[src/rtl/mux_scan_controller_pkg.sv]
// Shared definitions for the mux scan controller: channel count, select width,
// FSM state encoding and the channel priority-pick helpers.
package mux_scan_controller_pkg;

    localparam int NUM_CH = 4;
    localparam int SEL_W  = 2;
    localparam int TMR_W  = 4;

    typedef enum logic [1:0] {
        IDLE = 2'd0,
        SCAN = 2'd1,
        DONE = 2'd2
    } state_t;

    typedef struct packed {
        logic             found;
        logic [SEL_W-1:0] idx;
    } pick_t;

    // Lowest set bit of mask, with a found flag.
    function automatic pick_t lowest_chan(input logic [NUM_CH-1:0] mask);
        pick_t p;
        p.found = 1'b0;
        p.idx   = '0;
        for (int i = NUM_CH - 1; i >= 0; i--) begin
            if (mask[i]) begin
                p.found = 1'b1;
                p.idx   = SEL_W'(i);
            end
        end
        return p;
    endfunction

    // Bits strictly above channel cur (cur=3 yields an empty mask).
    function automatic logic [NUM_CH-1:0] above(input logic [SEL_W-1:0] cur);
        return ~((NUM_CH'(2) << cur) - NUM_CH'(1));
    endfunction

endpackage

[src/rtl/mux_scan_controller_settle_timer.sv]
// Settle timer: load arms a countdown from SETTLE_CYCLES; expire is high once it hits 0.
// Ports: clk, rst (sync, active-high), load (restart countdown), expire (count is zero).
module mux_scan_controller_settle_timer
    import mux_scan_controller_pkg::*;
#(
    parameter int unsigned SETTLE_CYCLES = 1
) (
    input  logic clk,
    input  logic rst,
    input  logic load,
    output logic expire
);

    logic [TMR_W-1:0] cnt;

    always_ff @(posedge clk) begin
        if (rst) begin
            cnt <= '0;
        end else if (load) begin
            cnt <= TMR_W'(SETTLE_CYCLES);
        end else if (cnt != '0) begin
            cnt <= cnt - TMR_W'(1);
        end
    end

    assign expire = (cnt == '0);

endmodule

[src/rtl/mux_scan_controller.sv]
// Scan sequencer for a 4:1 mux: steps sel over enabled channels, samples mux_y after settling.
// Ports: clk, rst, start, continuous, chan_mask in; sel, busy, data_valid, data_out, scan_cnt out; mux_y in.
module mux_scan_controller
    import mux_scan_controller_pkg::*;
#(
    parameter int unsigned SETTLE_CYCLES = 1,
    parameter int unsigned CNT_W         = 8
) (
    input  logic              clk,
    input  logic              rst,
    input  logic              start,
    input  logic              continuous,
    input  logic [NUM_CH-1:0] chan_mask,
    output logic [SEL_W-1:0]  sel,
    input  logic              mux_y,
    output logic              busy,
    output logic              data_valid,
    output logic [NUM_CH-1:0] data_out,
    output logic [CNT_W-1:0]  scan_cnt
);

    state_t            state, state_n;
    logic [NUM_CH-1:0] mask_q, mask_n;
    logic [NUM_CH-1:0] word, word_n;
    logic [NUM_CH-1:0] data_out_n;
    logic [SEL_W-1:0]  sel_n;
    logic [CNT_W-1:0]  cnt_n;
    logic              valid_n;
    logic              load;
    logic              launch;
    logic              expire;
    pick_t             first_pick;
    pick_t             next_pick;

    assign first_pick = lowest_chan(chan_mask);
    assign next_pick  = lowest_chan(mask_q & above(sel));

    mux_scan_controller_settle_timer #(
        .SETTLE_CYCLES(SETTLE_CYCLES)
    ) u_timer (
        .clk   (clk),
        .rst   (rst),
        .load  (load),
        .expire(expire)
    );

    always_ff @(posedge clk) begin
        if (rst) begin
            state      <= IDLE;
            sel        <= '0;
            mask_q     <= '0;
            word       <= '0;
            busy       <= 1'b0;
            data_valid <= 1'b0;
            data_out   <= '0;
            scan_cnt   <= '0;
        end else begin
            state      <= state_n;
            sel        <= sel_n;
            mask_q     <= mask_n;
            word       <= word_n;
            busy       <= (state_n != IDLE);
            data_valid <= valid_n;
            data_out   <= data_out_n;
            scan_cnt   <= cnt_n;
        end
    end

    always_comb begin
        state_n    = state;
        sel_n      = sel;
        mask_n     = mask_q;
        word_n     = word;
        data_out_n = data_out;
        valid_n    = 1'b0;
        cnt_n      = scan_cnt;
        load       = 1'b0;
        launch     = 1'b0;

        case (state)
            IDLE: launch = start;
            SCAN: begin
                if (expire) begin
                    word_n[sel] = mux_y;
                    if (next_pick.found) begin
                        sel_n = next_pick.idx;
                        load  = 1'b1;
                    end else begin
                        state_n    = DONE;
                        data_out_n = word_n;
                        valid_n    = 1'b1;
                        cnt_n      = scan_cnt + CNT_W'(1);
                    end
                end
            end
            DONE: begin
                if (continuous) begin
                    launch = 1'b1;
                end else begin
                    state_n = IDLE;
                end
            end
            default: state_n = IDLE;
        endcase

        // New scan: fresh mask, cleared word; an empty mask completes at once.
        if (launch) begin
            mask_n = chan_mask;
            word_n = '0;
            if (first_pick.found) begin
                state_n = SCAN;
                sel_n   = first_pick.idx;
                load    = 1'b1;
            end else begin
                state_n    = DONE;
                data_out_n = '0;
                valid_n    = 1'b1;
                cnt_n      = scan_cnt + CNT_W'(1);
            end
        end
    end

endmodule

[config.mk]
export PLATFORM = sky130hd
export DESIGN_NAME = mux_scan_controller
export DESIGN_NICKNAME = d
export VERILOG_FILES = /design/src/rtl/mux_scan_controller_pkg.sv /design/src/rtl/mux_scan_controller_settle_timer.sv /design/src/rtl/mux_scan_controller.sv
export SDC_FILE = /design/constraint.sdc
export NUM_CORES = 1
export LEC_CHECK = 0
export ABC_AREA = 1
export CORE_MARGIN = 2
export CORE_UTILIZATION = 50
export DETAILED_ROUTE_END_ITERATION = 12
export HOLD_SLACK_MARGIN = 0.12
export PLACE_DENSITY_LB_ADDON = 0.15
export SLEW_MARGIN = 15
export SYNTH_ARGS = -nofsm -noshare
export SYNTH_HDL_FRONTEND = slang
export SYNTH_SLANG_ARGS = --single-unit
[constraint.sdc]
create_clock -name clk -period 1.55 [get_ports clk]
set_input_delay 0.2325 -clock clk [delete_from_list [all_inputs] [get_ports clk]]
set_output_delay 0.2325 -clock clk [all_outputs]
set_load 0.02 [all_outputs]
==> flow_summary.toml, run 1 <==
[detailed_routing]
drc = 0
ant_nets = 0
dr.pass1.iters = 4
drt_iter0_drc = 63
routed_via_density = 5.136
vias = 1356
wl_per_cell_microns = 12.14
wl_microns = 3204

[clock_tree]
clk_pin_slew_ns = 0.09
clock_latency_ns = 0.34
numCtsBuffers = 5
ctsHtreeMaxLevel = 2
postCtsSetupBuffers = 0
cts_buffer_depth = 2
root_buffer = "clkbuf_4"
cts_tree = "built"
cts.sink_count = 29

[floorplanning]
die_w_microns = 56.99
start_util_pct = 51.80
io_pins = 25
num_rows = 19
core_sq_um = 2710
die_h_microns = 56.99
dieArea_sq_um = 3247

[grt]
grt_pass1_wl_microns = 5506
grt_overflow = 0
grt_pass1_vias = 1304
grt_max_degree = 16
grt_util_all_layers_pct = 22.03
antenna_found_initial = 0

[layout]
regArea_sq_um = 581.8
multiInputGateArea_sq_um = 724.4
final_area_sq_um = 1831
drive_gt1_share_pct = 16.74
antenna_cells = 0
fin_util_pct = 67.54
nets = 244
n_fill_cell = 251
syn2layout_area_growth_pct = 30.39

[worst_setup_path]
path_max_fanout = 2
crit_type = "register to output pin"
crit_path_start_kind = "register"
path_cells = "clkdlybuf4s50_1"
critPathRequiredTime_ns = 1.32
worstPathArrival_ns = 1.26
crit_path_end_kind = "output pin"
crit_family = "buffers and inverters"
cpMaxStageDelayCell = "clkdlybuf4s50_1"
path_buf_inv = 1
max_stage_delay_ns = 0.60

[synth]
synth-seq-cells = 29
synth.distinct_cells = 27
syn_inst = 194
syn_avg_cell_area_sq_um = 7.236
ys_seq_area_share_pct = 41.35
ys_warn_count = 0
synth_nets = 206
syn-cell-area_sq_um = 1404

[sta]
fmax_mhz = 669.7
fin_crit_ns = 1.493
setup_violations = 0
drv_slew = 0
rsz0062_at_grt = "no"
hold_violations = 0
finalClockSkew_ns = 0.01092
setup_tns_ns = 0
worstMarginPinSlew_ns = 0.2964
setup_ws_ns = 0.05670
max-slew-margin-rel_pct = 80.24
fin_crit_sh_pct = 96.34

[pwr]
vdd_drop_max_mv = 1.440
p_leak_nw = 0.9027
p_per_area_nw_per_um2 = 1490

[status]
status = "completed"

[place]
port_buffers = 24
dp_hpwl_microns = 2425
place_area_sq_um = 1738
gp_congestion = 0.7685
pre_cts_ws_ns = -0.2239

[min_path]
hold_class = "register to register"

[job]
maxCapViolCount = 0
[flip-flops by register name (all words and copies together) (netlist names)]
| signal | count |
|---|---|
| sel | 2 |
| data_out | 4 |
| scan_cnt | 8 |
| mask_q | 3 |
| word | 4 |
| state | 2 |
| busy | 1 |
| data_valid | 1 |
| u_timer.cnt | 4 |
[area by class of cell]
class / instances / share of cell area (%)
Inverter: 26 / 5.331
Tap cell: 31 / 2.119
Timing Repair Buffer: 35 / 17.36
Clock inverter: 1 / 0.2734
Clock buffer: 7 / 3.554
Multi-Input combinational cell: 135 / 39.58
Sequential cell: 29 / 31.78
[power by group]
part,internal (mW),leakage (nW),switching (mW)
Sequential,0.895,0.237,0.107
Combinational,0.483,0.624,0.715
Clock,0.262,0.0413,0.266
Total,1.64,0.903,1.09
[placed cells by master, fill, tap and decap left out, drive strengths merged, types with 3 or more instances in the layout]
cell type / count
a31oi: 3
inv: 26
dlygate4sd2: 10
ha: 3
a21oi: 19
dfxtp: 29
nand3: 10
o21ai: 21
clkbuf: 7
clkdlybuf4s50: 11
buf: 11
dlymetal6s2s: 3
or2: 3
nand2: 38
nor2: 30
[metal layers]
metal	track usage [%]	share of wire (%)	wire length, microns
met4	10.63	2.1	68
met1	24.53	44	1394
met2	36.45	49	1557
met5	0	0	0
met3	9.070	5.7	184
[cells in the mapped netlist]
master     n  share of area, %
nand3_1   10               3.6
or2_2      1              0.45
xor2_1     1              0.62
nor2_8     1               1.4
buf_8      1               1.1
buf_2      1              0.36
and3_1     1              0.45
inv_2      2              0.53
nand2_1   32               8.6
or2_1      2              0.89
nor2_1    25               6.7
o21ai_1    1              0.36
nand2_2    4               1.8
nor3_1     1              0.36
nor2_2     2              0.89
a31oi_1    3               1.3
nor2_4     2               1.6
inv_1     24               6.4
dfxtp_1   29                41
clkbuf_1   2              0.53
ha_1       3               2.7
nand2_4    2               1.6
o21ai_0   20               7.1
nand4_1    2              0.89
a21boi_0   2               1.1
a21oi_1   19               6.8
o32ai_1    1              0.62
[cells by family (layout without fill, tap and decap cells)]
group	after synthesis	after routing	synth area share [%]
DFF	29	29	41.35
AOI/OAI and AO/OA	46	46	17.29
buffers and inverters	30	69	8.913
xor gates and xnor gates	1	1	0.6240
adders and majority gates	3	3	2.674
and+or+nand+nor	85	85	29.14
[worst paths after layout]
kind	startpoint	to	slack (ns)	cells after the start
min	mask_q[2]	mask_q[2]	0.46	2
max reg2reg	u_timer.cnt[1]	scan_cnt[1]	0.11	9
max	data_out[1]	data_out[1]	0.06	1
min reg2reg	mask_q[2]	mask_q[2]	0.46	2
[stage by stage]
step / power, mW / instances / hold WS, ns
4_1_cts: 2.686 / 264 / 0.4624
6_report: 2.728 / 264 / 0.4561
3_3_place_gp: 2.099 / 256 / 0.4317
5_1_grt: 2.952 / 264 / 0.4851
3_5_place_dp: 2.158 / 256 / 0.4372
2_1_floorplan: 1.801 / 194 / 0.3497
[timing repair]
action | in CTS | in global routing
hold buffers | 0 | 0
setup endpoints to repair | 10 | 16
gates resized for setup | 10 | 13
Power figures use the tool's default switching activity.
==> run 2: changes to the inputs <==
- PLACE_DENSITY: unset -> 0.77
- PLACE_DENSITY_LB_ADDON: 0.15 -> unset
==> run 2 against run 1 <==
Register-to-register slack better by 0.03 ns. Total power down 4.6%. Critical endpoint is now busy. Clock skew down 0.0030 ns. First-iteration DRC count down 22%. Highest routed layer unchanged. Critical path depth unchanged. Via count up 0.37%. Design area down 1.3%. Sequential power about the same. Die area unchanged.
==> flow_summary.toml, run 2 (same netlist as run 1, synthesis figures left out) <==
[sta]
hold_violations = 0
max-slew-margin-rel_pct = 74.94
fin_crit_ns = 1.486
setup_ws_ns = 0.06449
fmax_mhz = 673.2
drv_slew = 0
finalClockSkew_ns = 0.007938
setup_violations = 0
fin_crit_sh_pct = 95.84
worstMarginPinSlew_ns = 0.3754

[status]
status = "completed"

[detailed_routing]
topRoutingLayerUsed = "met4"
routed-wl-met3_microns = 141
ant_nets = 0
wl_met2_microns = 1473
drt_iter0_drc = 49
drt-met1-wl_microns = 1290
routed_via_density = 5.155
drc = 0
wl_per_cell_microns = 11.13
dr.pass1.iters = 4
wl_microns = 2938
vias = 1361

[clock_tree]
cts_tree = "built"
cts_hold_buf = 0
ctsHtreeMaxLevel = 2
root_buffer = "clkbuf_4"
cts.sink_count = 29
numCtsBuffers = 5
clock_latency_ns = 0.32
cts_buffer_depth = 2
clk_pin_slew_ns = 0.09

[grt]
grt_pass1_vias = 1253
grt_pass1_wl_microns = 5092
grt_overflow = 0
grt_util_all_layers_pct = 19.94
antenna_found_initial = 0
grt_max_degree = 15

[pwr]
p_leak_nw = 0.8541
vdd_drop_max_mv = 1.255
p_per_area_nw_per_um2 = 1440

[worst_setup_path]
crit_path_end_kind = "output pin"
path_buf_inv = 1
path_max_fanout = 1
path_cells = "clkdlybuf4s50_1"
critPathRequiredTime_ns = 1.32
crit_type = "register to output pin"
max_stage_delay_ns = 0.60
crit_path_start_kind = "register"
worstPathArrival_ns = 1.25
cpMaxStageDelayCell = "clkdlybuf4s50_1"
crit_family = "buffers and inverters"

[layout]
regMostFlops = "scan_cnt"
drive_gt1_share_pct = 15.88
nets = 244
antenna_cells = 0
final_cell_mix = "nand2_1 (31), dfxtp_1 (27), nor2_1 (24), inv_1 (23)"
largest_reg_flops = 8
syn2layout_area_growth_pct = 28.70
finalNonFillerCells = 264
n_fill_cell = 237
fin_util_pct = 66.67
final_common_cell = "nand2_1"

[floorplanning]
io_pins = 25
core_sq_um = 2710
num_rows = 19
die_h_microns = 56.99
start_util_pct = 51.80
die_w_microns = 56.99
dieArea_sq_um = 3247

[place]
pre_cts_ws_ns = -0.1706
dp_hpwl_microns = 2295
gp_congestion = 0.7942
placedCellCount = 255
port_buffers = 24

[job]
maxCapViolCount = 0

[min_path]
hold_class = "register to register"
## run 2: changes by cell type in the layout (fill, tap and decap cells not counted), sizes merged
| cell | change |
|---|---|
| dlymetal6s2s | -2 |
| clkinv | +1 |
| clkdlybuf4s50 | +3 |
| dlygate4sd2 | -1 |
| clkbuf | -1 |
## run 2: path summary, 6_finish.rpt
path	from	end	slack, ns	cells after the start
min reg2reg	mask_q[2]	mask_q[2]	0.47	2
min	mask_q[2]	mask_q[2]	0.47	2
max reg2reg	u_timer.cnt[1]	scan_cnt[1]	0.14	9
max	busy	busy	0.06	1
## run 2: where the power goes
part           leakage (nW)  internal, mW  switching, mW
combinational         0.585         0.479          0.690
clock                0.0320         0.172          0.253
sequential            0.237         0.898          0.110
total                 0.854          1.55           1.05
## run 2: cell type report
class | count | area, sq um | area share [%]
Sequential cell | 29 | 583.1 | 32.27
Timing Repair Buffer | 35 | 314.1 | 17.38
Clock buffer | 6 | 41.29 | 2.285
Clock inverter | 2 | 10.01 | 0.5540
Multi-Input combinational cell | 135 | 721.9 | 39.96
Tap cell | 31 | 38.79 | 2.147
Inverter | 26 | 97.59 | 5.402
## run 2: layer usage
layer  up-vias  global-route usage, %
li1        704                      -
met1       625                  23.36
met2        30                  33.66
met3         2                  5.896
met4         0                  8.970
met5         -                      0
## run 2: repair_timing
action	CTS	global route
setup endpoints to repair	13	12
hold endpoints to repair	0	0
pin swaps	0	1
gates resized for setup	11	8
buffers inserted	0	1
## run 2: per-stage QoR
| stage | power [mW] | hold slack (ns) | TNS (ns) | instance area, sq um |
|---|---|---|---|---|
| 5_1_grt | 2.811 | 0.4909 | -0.007392 | 1807 |
| 4_1_cts | 2.586 | 0.4803 | 0 | 1775 |
| 6_report | 2.601 | 0.4736 | 0 | 1807 |
| 2_1_floorplan | 1.801 | 0.3497 | 0 | 1404 |
| 3_5_place_dp | 2.140 | 0.4697 | -1.598 | 1730 |
| 3_3_place_gp | 2.095 | 0.4545 | -1.098 | 1730 |
==> run 3: changes to the inputs <==
- CORE_ASPECT_RATIO: unset -> 1.1
- clock period: 1.55 -> 1.9 ns (I/O delays scaled with it)
==> run 3 against run 2 <==
Register-to-register slack improved by 0.17 ns. Wire length rose by 2.3%. Die area barely moved. Count of clock-buffer cells in the layout rose by 1. Critical path type unchanged. Via count fell by 3.3%. Clock power rose by 4%. Sequential share of layout area rose by 1.0 points. Largest power group unchanged. Utilization fell by 2.8 points.
==> flow_summary.toml, run 3 (same netlist as run 1, synthesis figures left out) <==
[grt]
antenna_found_initial = 0
grt_pass1_vias = 1199
grt_pass1_wl_microns = 5037
grt_max_degree = 16
grt_overflow = 0
grt_util_all_layers_pct = 21.73

[layout]
final_common_cell = "nand2_1"
antenna_cells = 0
regMostFlops = "scan_cnt"
syn2layout_area_growth_pct = 24.15
multiInputGateArea_sq_um = 698.2
finalNonFillerCells = 257
n_fill_cell = 252
largest_reg_flops = 8
final_cell_mix = "nand2_1 (32), dfxtp_1 (29), nor2_1 (25), inv_1 (24), clkdlybuf4s50_1 (24)"
drive_gt1_share_pct = 10.71
regArea_sq_um = 580.6
nets = 235

[clock_tree]
cts_tree = "built"
cts.sink_count = 29
root_buffer = "clkbuf_4"
clk_pin_slew_ns = 0.10
clock_latency_ns = 0.33
cts_hold_buf = 0
ctsResizeCount = 0
postCtsSetupBuffers = 0
numCtsBuffers = 5
ctsHtreeMaxLevel = 2
cts_buffer_depth = 2

[sta]
rsz0062_at_grt = "no"
hold_violations = 0
drv_slew = 0
finalClockSkew_ns = 0.008888
fmax_mhz = 565.3
max-slew-margin-rel_pct = 72.06
fin_crit_sh_pct = 93.11
fin_crit_ns = 1.769
setup_tns_ns = 0
setup_violations = 0
worstMarginPinSlew_ns = 0.4187
setup_ws_ns = 0.1310

[detailed_routing]
drt_iter0_drc = 28
dr.pass1.iters = 4
ant_nets = 0
wl_microns = 3005
wl_per_cell_microns = 11.69
routed_via_density = 5.121
drc = 0
vias = 1316

[pwr]
p_leak_nw = 0.7568
p_total_mw = 2.123
p_per_area_nw_per_um2 = 1218
vdd_drop_max_mv = 0.6540

[worst_setup_path]
path_buf_inv = 1
path_cells = "clkdlybuf4s50_1"
critPathRequiredTime_ns = 1.62
crit_family = "buffers and inverters"
crit_type = "register to output pin"
crit_path_end_kind = "output pin"
crit_path_start_kind = "register"
path_max_fanout = 7
cpMaxStageDelayCell = "clkdlybuf4s50_1"
max_stage_delay_ns = 0.66
worstPathArrival_ns = 1.48

[min_path]
hold_class = "register to register"

[floorplanning]
io_pins = 25
die_w_microns = 54.52
core_sq_um = 2728
start_util_pct = 51.47
num_rows = 20
die_h_microns = 59.58
dieArea_sq_um = 3248

[status]
status = "completed"

[job]
maxCapViolCount = 0

[place]
gp_congestion = 0.8352
port_buffers = 24
placedCellCount = 249
dp_hpwl_microns = 2173
pre_cts_ws_ns = 0.09630
run 3: cell type report:
type / count / share of cell area (%)
clock buffer: 7 / 3.733
clock inverter: 1 / 0.2872
inverter: 26 / 5.599
multi-input combinational: 135 / 40.06
sequential: 29 / 33.31
tap: 33 / 2.369
timing repair buffer: 26 / 14.64
run 3: report_power, final:
part           switching, mW  leakage [nW]  internal (mW)  total [mW]
Combinational          0.523         0.479          0.339       0.862
Clock                  0.227        0.0413          0.214       0.441
Sequential            0.0911         0.237          0.729       0.820
run 3: per-stage QoR:
stage                     utilization (%)  hold slack (ns)  instance area [sq um]
final                               63.90           0.4550                   1743
after global routing                63.90           0.4972                   1743
after CTS                           63.90           0.4566                   1743
after detailed placement            61.33           0.4410                   1673
after global placement              61.33           0.4354                   1673
after floorplan                         -           0.4022                   1404
run 3: final timing paths:
kind,start,end,slack (ns),cells after the start
max,sel[0],sel[0],0.13,1
min,mask_q[2],mask_q[2],0.46,2
max reg2reg,u_timer.cnt[0],scan_cnt[1],0.31,9
min reg2reg,mask_q[2],mask_q[2],0.46,2
run 3: metal layers:
metal / vias to the layer above / GRT usage, % / share of wire (%)
li1: 686 / - / -
met5: - / 0 / 0
met1: 603 / 26.57 / 46
met2: 25 / 33.39 / 49
met3: 2 / 8.333 / 4.0
met4: 0 / 9.643 / 0.57
